`config.mk`:
```
export PLATFORM = sky130hd
export DESIGN_NAME = imem_load_ctrl_flat
export DESIGN_NICKNAME = d
export VERILOG_FILES = /design/src/rtl/imem_ctrl_pkg.sv /design/src/rtl/imem_load_ctrl_if.sv /design/src/rtl/imem_word_packer.sv /design/src/rtl/imem_load_ctrl.sv /design/src/flat_wrapper.sv
export SDC_FILE = /design/constraint.sdc
export NUM_CORES = 1
export LEC_CHECK = 0
export ABC_AREA = 1
export CELL_PAD_IN_SITES_DETAIL_PLACEMENT = 0
export CELL_PAD_IN_SITES_GLOBAL_PLACEMENT = 2
export CORE_ASPECT_RATIO = 0.8
export CORE_MARGIN = 3
export CORE_UTILIZATION = 27
export CTS_BUF_LIST = sky130_fd_sc_hd__clkbuf_2 sky130_fd_sc_hd__clkbuf_4 sky130_fd_sc_hd__clkbuf_8
export DETAILED_ROUTE_END_ITERATION = 16
export PLACE_DENSITY_LB_ADDON = 0.12
export RECOVER_POWER = 50
export SLEW_MARGIN = 40
export SYNTH_ARGS = -nofsm -noshare
export SYNTH_HDL_FRONTEND = slang
export SYNTH_SLANG_ARGS = --single-unit
```
`constraint.sdc`:
```
create_clock -name clk -period 3.88 [get_ports clk]
set_clock_uncertainty 0.2 [all_clocks]
set_input_delay 0.388 -clock clk [delete_from_list [all_inputs] [get_ports clk]]
set_output_delay 0.388 -clock clk [all_outputs]
set_load 0.005 [all_outputs]
```
`src/rtl/imem_ctrl_pkg.sv`:
```
// rtl/imem_ctrl_pkg.sv - shared state encoding and sizing constants for the imem loader
package imem_ctrl_pkg;

    localparam int IMEM_ADDR_WIDTH = 10;
    localparam int WORD_SHIFT      = 2;

    typedef enum logic [2:0] {
        ST_IDLE  = 3'd0,
        ST_LOAD  = 3'd1,
        ST_WRITE = 3'd2,
        ST_CSUM  = 3'd3,
        ST_DONE  = 3'd4
    } imem_state_e;

endpackage

```
`src/rtl/imem_load_ctrl_if.sv`:
```
// rtl/imem_load_ctrl_if.sv - loader byte stream, fetch address and imem write port bundle
interface imem_load_ctrl_if
    import imem_ctrl_pkg::*;
#(
    parameter int ADDR_WIDTH = IMEM_ADDR_WIDTH,
    parameter int LEN_WIDTH  = ADDR_WIDTH - 1
);
    logic                  ld_start;
    logic [LEN_WIDTH-1:0]  ld_len;
    logic [7:0]            ld_byte;
    logic                  ld_valid;
    logic                  ld_ready;
    logic [31:0]           cpu_iaddr;
    logic                  cpu_stall;
    logic [ADDR_WIDTH-1:0] mem_addr;
    logic                  mem_we;
    logic [31:0]           mem_wdata;
    logic                  busy;
    logic                  done;
    logic                  err;

    modport slave (
        input  ld_start, ld_len, ld_byte, ld_valid, cpu_iaddr,
        output ld_ready, cpu_stall, mem_addr, mem_we, mem_wdata, busy, done, err
    );

    modport master (
        output ld_start, ld_len, ld_byte, ld_valid, cpu_iaddr,
        input  ld_ready, cpu_stall, mem_addr, mem_we, mem_wdata, busy, done, err
    );

endinterface

```
`src/rtl/imem_word_packer.sv`:
```
// rtl/imem_word_packer.sv - shifts bytes MSB-first into a 32-bit word, flags the completing byte
module imem_word_packer (
    input  logic        clk,
    input  logic        rst,
    input  logic        i_clr,
    input  logic        i_en,
    input  logic [7:0]  i_byte,
    output logic [31:0] o_word,
    output logic        o_word_full
);
    logic [31:0] r_word;
    logic [1:0]  r_cnt;

    always_ff @(posedge clk or negedge rst) begin
        if (!rst) begin
            r_word <= '0;
            r_cnt  <= '0;
        end else if (i_clr) begin
            r_word <= '0;
            r_cnt  <= '0;
        end else if (i_en) begin
            r_word <= {r_word[23:0], i_byte};
            r_cnt  <= r_cnt + 2'd1;
        end
    end

    // High in the cycle whose accepted byte completes the word
    assign o_word       = r_word;
    assign o_word_full  = i_en && (r_cnt == 2'd3);

endmodule

```
`src/rtl/imem_load_ctrl.sv`:
```
// rtl/imem_load_ctrl.sv - imem address-port owner: fetch pass-through or byte-serial load (IMEM_LOAD_CSUM_EN adds checksum)
module imem_load_ctrl
    import imem_ctrl_pkg::*;
#(
    parameter int ADDR_WIDTH = IMEM_ADDR_WIDTH,
    parameter int LEN_WIDTH  = ADDR_WIDTH - 1
) (
    input logic            clk,
    input logic            rst,
    imem_load_ctrl_if.slave bus
);
    localparam logic [LEN_WIDTH-1:0] MAX_LEN = LEN_WIDTH'(2 ** (ADDR_WIDTH - WORD_SHIFT));
`ifdef IMEM_LOAD_CSUM_EN
    localparam imem_state_e ST_AFTER_LAST = ST_CSUM;
`else
    localparam imem_state_e ST_AFTER_LAST = ST_DONE;
`endif

    imem_state_e          r_state;
    logic [LEN_WIDTH-1:0] r_len;
    logic [LEN_WIDTH-1:0] r_word_cnt;
    logic [LEN_WIDTH-1:0] w_cnt_next;
    logic [31:0]          w_word;
    logic                 w_accept;
    logic                 w_word_full;
    logic                 w_start;
    logic                 w_unused;

    assign w_start    = (r_state == ST_IDLE) && bus.ld_start;
    assign w_accept   = bus.ld_valid && bus.ld_ready;
    assign w_cnt_next = r_word_cnt + 1'b1;

    imem_word_packer u_packer (
        .clk         (clk),
        .rst         (rst),
        .i_clr       (w_start),
        .i_en        (w_accept),
        .i_byte      (bus.ld_byte),
        .o_word      (w_word),
        .o_word_full (w_word_full)
    );

`ifdef IMEM_LOAD_CSUM_EN
    logic [31:0] r_sum;
    logic        r_err;
    assign bus.err = r_err;
`else
    assign bus.err = 1'b0;
`endif

    always_ff @(posedge clk or negedge rst) begin
        if (!rst) begin
            r_state    <= ST_IDLE;
            r_len      <= '0;
            r_word_cnt <= '0;
`ifdef IMEM_LOAD_CSUM_EN
            r_sum      <= '0;
            r_err      <= 1'b0;
`endif
        end else begin
            case (r_state)
                ST_IDLE: if (bus.ld_start) begin
                    r_len      <= (bus.ld_len > MAX_LEN) ? MAX_LEN : bus.ld_len;
                    r_word_cnt <= '0;
`ifdef IMEM_LOAD_CSUM_EN
                    r_sum      <= '0;
                    r_err      <= 1'b0;
`endif
                    r_state    <= (bus.ld_len == '0) ? ST_DONE : ST_LOAD;
                end
                ST_LOAD: if (w_word_full) r_state <= ST_WRITE;
                ST_WRITE: begin
                    r_word_cnt <= w_cnt_next;
`ifdef IMEM_LOAD_CSUM_EN
                    r_sum      <= r_sum + w_word;
`endif
                    r_state    <= (w_cnt_next == r_len) ? ST_AFTER_LAST : ST_LOAD;
                end
`ifdef IMEM_LOAD_CSUM_EN
                // Expected sum arrives on the same byte stream after the last word
                ST_CSUM: if (w_word_full) begin
                    r_err   <= ({w_word[23:0], bus.ld_byte} != r_sum);
                    r_state <= ST_DONE;
                end
`endif
                ST_DONE: r_state <= ST_IDLE;
                default: r_state <= ST_IDLE;
            endcase
        end
    end

    assign bus.busy      = (r_state != ST_IDLE);
    assign bus.cpu_stall = (r_state != ST_IDLE);
    assign bus.ld_ready  = (r_state == ST_LOAD) || (r_state == ST_CSUM);
    assign bus.mem_we    = (r_state == ST_WRITE);
    assign bus.done      = (r_state == ST_DONE);
    assign bus.mem_wdata = w_word;
    assign bus.mem_addr  = (r_state == ST_IDLE) ? bus.cpu_iaddr[ADDR_WIDTH-1:0]
                         : {r_word_cnt[ADDR_WIDTH-WORD_SHIFT-1:0], {WORD_SHIFT{1'b0}}};

    assign w_unused = ^{bus.cpu_iaddr[31:ADDR_WIDTH], r_word_cnt[LEN_WIDTH-1:ADDR_WIDTH-WORD_SHIFT]};

endmodule

```
`src/flat_wrapper.sv`:
```
// flat-port wrapper written by rule: the top's interface ports become plain ports
module imem_load_ctrl_flat import imem_ctrl_pkg::*;
#(
    parameter int ADDR_WIDTH = IMEM_ADDR_WIDTH,
    parameter int LEN_WIDTH  = ADDR_WIDTH - 1
)
  (clk, rst, bus_ld_start, bus_ld_len, bus_ld_byte, bus_ld_valid, bus_cpu_iaddr, bus_ld_ready, bus_cpu_stall, bus_mem_addr, bus_mem_we, bus_mem_wdata, bus_busy, bus_done, bus_err);
  imem_load_ctrl_if #(.ADDR_WIDTH(ADDR_WIDTH), .LEN_WIDTH(LEN_WIDTH)) bus_i ();
  input logic clk;
  input logic rst;
  input wire logic [$bits(bus_i.ld_start)-1:0] bus_ld_start;
  input wire logic [$bits(bus_i.ld_len)-1:0] bus_ld_len;
  input wire logic [$bits(bus_i.ld_byte)-1:0] bus_ld_byte;
  input wire logic [$bits(bus_i.ld_valid)-1:0] bus_ld_valid;
  input wire logic [$bits(bus_i.cpu_iaddr)-1:0] bus_cpu_iaddr;
  output wire logic [$bits(bus_i.ld_ready)-1:0] bus_ld_ready;
  output wire logic [$bits(bus_i.cpu_stall)-1:0] bus_cpu_stall;
  output wire logic [$bits(bus_i.mem_addr)-1:0] bus_mem_addr;
  output wire logic [$bits(bus_i.mem_we)-1:0] bus_mem_we;
  output wire logic [$bits(bus_i.mem_wdata)-1:0] bus_mem_wdata;
  output wire logic [$bits(bus_i.busy)-1:0] bus_busy;
  output wire logic [$bits(bus_i.done)-1:0] bus_done;
  output wire logic [$bits(bus_i.err)-1:0] bus_err;
  assign bus_i.ld_start = bus_ld_start;
  assign bus_i.ld_len = bus_ld_len;
  assign bus_i.ld_byte = bus_ld_byte;
  assign bus_i.ld_valid = bus_ld_valid;
  assign bus_i.cpu_iaddr = bus_cpu_iaddr;
  assign bus_ld_ready = bus_i.ld_ready;
  assign bus_cpu_stall = bus_i.cpu_stall;
  assign bus_mem_addr = bus_i.mem_addr;
  assign bus_mem_we = bus_i.mem_we;
  assign bus_mem_wdata = bus_i.mem_wdata;
  assign bus_busy = bus_i.busy;
  assign bus_done = bus_i.done;
  assign bus_err = bus_i.err;
  imem_load_ctrl #(.ADDR_WIDTH(ADDR_WIDTH), .LEN_WIDTH(LEN_WIDTH)) u_core (.clk(clk), .rst(rst), .bus(bus_i));
endmodule
```
==> qor.csv <==
metric;value;unit
status;finished, violations left;
violations;max-capacitance violations, max-slew violations;
final.min_clock_period;3.04;ns
cp-start-kind;register;
drive_gt1_share;5.21;%
ys_seq_area_share;52.1;%
crit_path_end_kind;output port;
setup_viol;0;
r2r_end;u_core.r_len[3];
ys_ff_latch;55;
layout_worst_path_cycle_share;78.4;%
synth_cells;327;
fin_setup_tns;0;ns
total_power;0.00244;W
final-hold-violation-count;0;
maxSlewViolCount;42;
clock_latency;0.31;ns
area_growth;37.8;%
clk_pin_slew_worst_paths;0.10;ns
cts_inserted_buffers;5;
cts_setup_buffers;0;
avgSynthCellArea;8.08;sq um
syn-num-nets;382;
initial_core_util;28.4;%
netlist_area;2640;sq um
post_synth_num_cell_types;23;
grt_max_degree;42;
cts_tree;yes;
tightest_slew;2.39;ns
die_h;94.5;um
clock-sinks;55;
multi_input_area;993;sq um
cts.path.max_buffers;2;
grt_pass1_wl;12300;um
finalNetCount;458;
grt_use_total;14.4;%
rows;31;
required;3.29;ns
leakage;1.67;nW
whs_endpoint;u_core.u_packer.o_word[25];
hpwl;5560;um
port_buffers;77;
wire_per_inst;14.6;um
powerDensity;671;nW/um^2
design_area;3640;sq um
slew_headroom;-59.1;%
dp.cells;510;
arrival;2.45;ns
regArea;1380;sq um
peakVddDrop;0.000295;V
final_cells;518;
drcViolationCount;0;
final_antenna_net_count;0;
gp_congestion;0.784;
fillCellCount;1004;
worst-setup-path-type;reg -> out;
grt-ovfl-total;0;
design.core.area;9310;sq um
max_freq;0.329;GHz
rsz0062_at_grt;false;
first_iter_violations;107;
r2r-start;u_core.r_state[2];
num_vias;2383;
synth_warnings;0;
vias_per_cell;4.60;
ff2ff_setup_slack;1.25;ns
hold_depth;2;
placed_cell_area;3530;sq um
die_w;117;um
hold_start;u_core.u_packer.o_word[25];
critPathMaxFanout;20;
htreeDepth;2;
boundaryPins;101;
design.die.area;11000;sq um
drv_cap;1;
antenna_found_initial;0;
wl;7580;um
r2r_cells;6;
hold_class;reg -> reg;
first_global_vias;2417;
n_antenna_cell;0;
firstDrtPassIters;4;
cts-root-buf;clkbuf_8;
cts_resized;0;
[layout by cell type, fill, tap and decap left out]
cell type | synthesis | routed
nand2_1 | 62 | 61
inv_1 | 57 | 57
dfrtp_1 | 55 | 55
clkdlybuf4s50_1 | 0 | 54
nand3_1 | 44 | 44
o21ai_0 | 39 | 39
dlygate4sd3_1 | 0 | 23
o22ai_1 | 21 | 21
nor2_1 | 13 | 13
clkbuf_8 | 0 | 5
buf_4 | 2 | 4
nor3_1 | 4 | 3
nand4_1 | 3 | 3
nor2_2 | 3 | 3
nand2_2 | 1 | 2
nor2_4 | 2 | 2
ha_1 | 2 | 2
clkbuf_1 | 6 | 2
nor3_2 | 0 | 1
xor2_1 | 1 | 1
o21ai_2 | 1 | 1
a21oi_1 | 1 | 1
o31ai_1 | 1 | 1
nor4_1 | 1 | 1
or2_2 | 1 | 1
conb_1 | 1 | 1
clkbuf_4 | 0 | 1
bufinv_16 | 0 | 1
[report_power, final]
part / switching (W) / leakage [nW] / internal (W)
clock network: 0.000188 / 0.0547 / 0.000197
registers: 0.000126 / 0.730 / 0.000795
logic: 0.000590 / 0.882 / 0.000548
total: 0.000904 / 1.67 / 0.00154
[cell usage after synthesis]
master	count	area share, %
buf_4	2	0.57
o21ai_0	39	7.4
o22ai_1	21	5.0
conb_1	1	0.14
nand3_1	44	8.3
nor3_1	4	0.76
nor2_2	3	0.71
inv_1	57	8.1
ha_1	2	0.95
nor2_1	13	1.8
nor2_4	2	0.85
or2_2	1	0.24
o21ai_2	1	0.33
a21oi_1	1	0.19
nand2_1	62	8.8
nor4_1	1	0.24
clkbuf_1	6	0.85
buf_2	6	1.1
xor2_1	1	0.33
dfrtp_1	55	52
o31ai_1	1	0.28
nand2_2	1	0.24
nand4_1	3	0.71
[state kept, by name (all words and copies together), names as in the netlist]
| signal | count |
|---|---|
| u_core.r_word_cnt | 9 |
| u_core.r_len | 9 |
| u_core.r_state | 3 |
| u_core.u_packer.r_cnt | 2 |
| u_core.u_packer.o_word | 32 |
[per-stage QoR]
step                hold WS, ns  setup WS (ns)  util [%]
floorplan                -0.108           2.19         -
global placement          0.284           1.37      37.9
detailed placement        0.222           1.32      37.9
CTS                       0.323           1.10      39.2
global route              0.359          0.517      39.1
finish                    0.308          0.839      39.1
[how the worst max path moves through the flow]
stage                     slack [ns]         startpoint  cells after the start                        end
after floorplan                 2.19  u_core.r_state[2]                      5            bus_mem_addr[7]
after global placement          1.37       bus_ld_valid                      4  u_core.u_packer.o_word[7]
after detailed placement        1.32       bus_ld_valid                      4  u_core.u_packer.o_word[3]
after CTS                       1.10  u_core.r_state[0]                      4                 bus_mem_we
after global routing            0.52                rst                      2   u_core.u_packer.r_cnt[1]
final                           0.84  u_core.r_state[2]                      5            bus_mem_addr[0]
[cells by family after synthesis]
kind of cell,count (synthesis),synth area share [%]
compound gates,63,13.2
xor+xnor,1,0.331
fa+ha+maj,2,0.946
buf+inv,71,10.6
flops,55,52.1
other cells,1,0.142
simple gates,134,22.7
[area by class of cell]
type,instances,area share (%)
Inverter,57,5.87
Clock inverter,1,0.824
Clock buffer,6,2.10
Tap cell,115,3.95
Sequential cell,55,37.8
Timing Repair Buffer,83,22.2
Multi-Input combinational cell,201,27.3
[critical path, cell delays in order (launching register included)]
cell and delay (ns):
dfrtp_1 0.43, nor3_2 0.18, clkbuf_1 0.61, inv_1 0.26, nor2_1 0.14, clkdlybuf4s50_1 0.51
[timing repair]
item | CTS | global route
hold endpoints to repair | 40 | 0
setup endpoints to repair | 0 | 0
hold buffers | 1 | 0
[routing by layer]
| layer | routed length [um] | global-route usage (%) |
|---|---|---|
| met4 | 78 | 3.72 |
| met3 | 332 | 3.07 |
| met2 | 3220 | 21.7 |
| met5 | 0 | 0 |
| met1 | 3950 | 21.1 |
(Power assumes the default switching activity.)
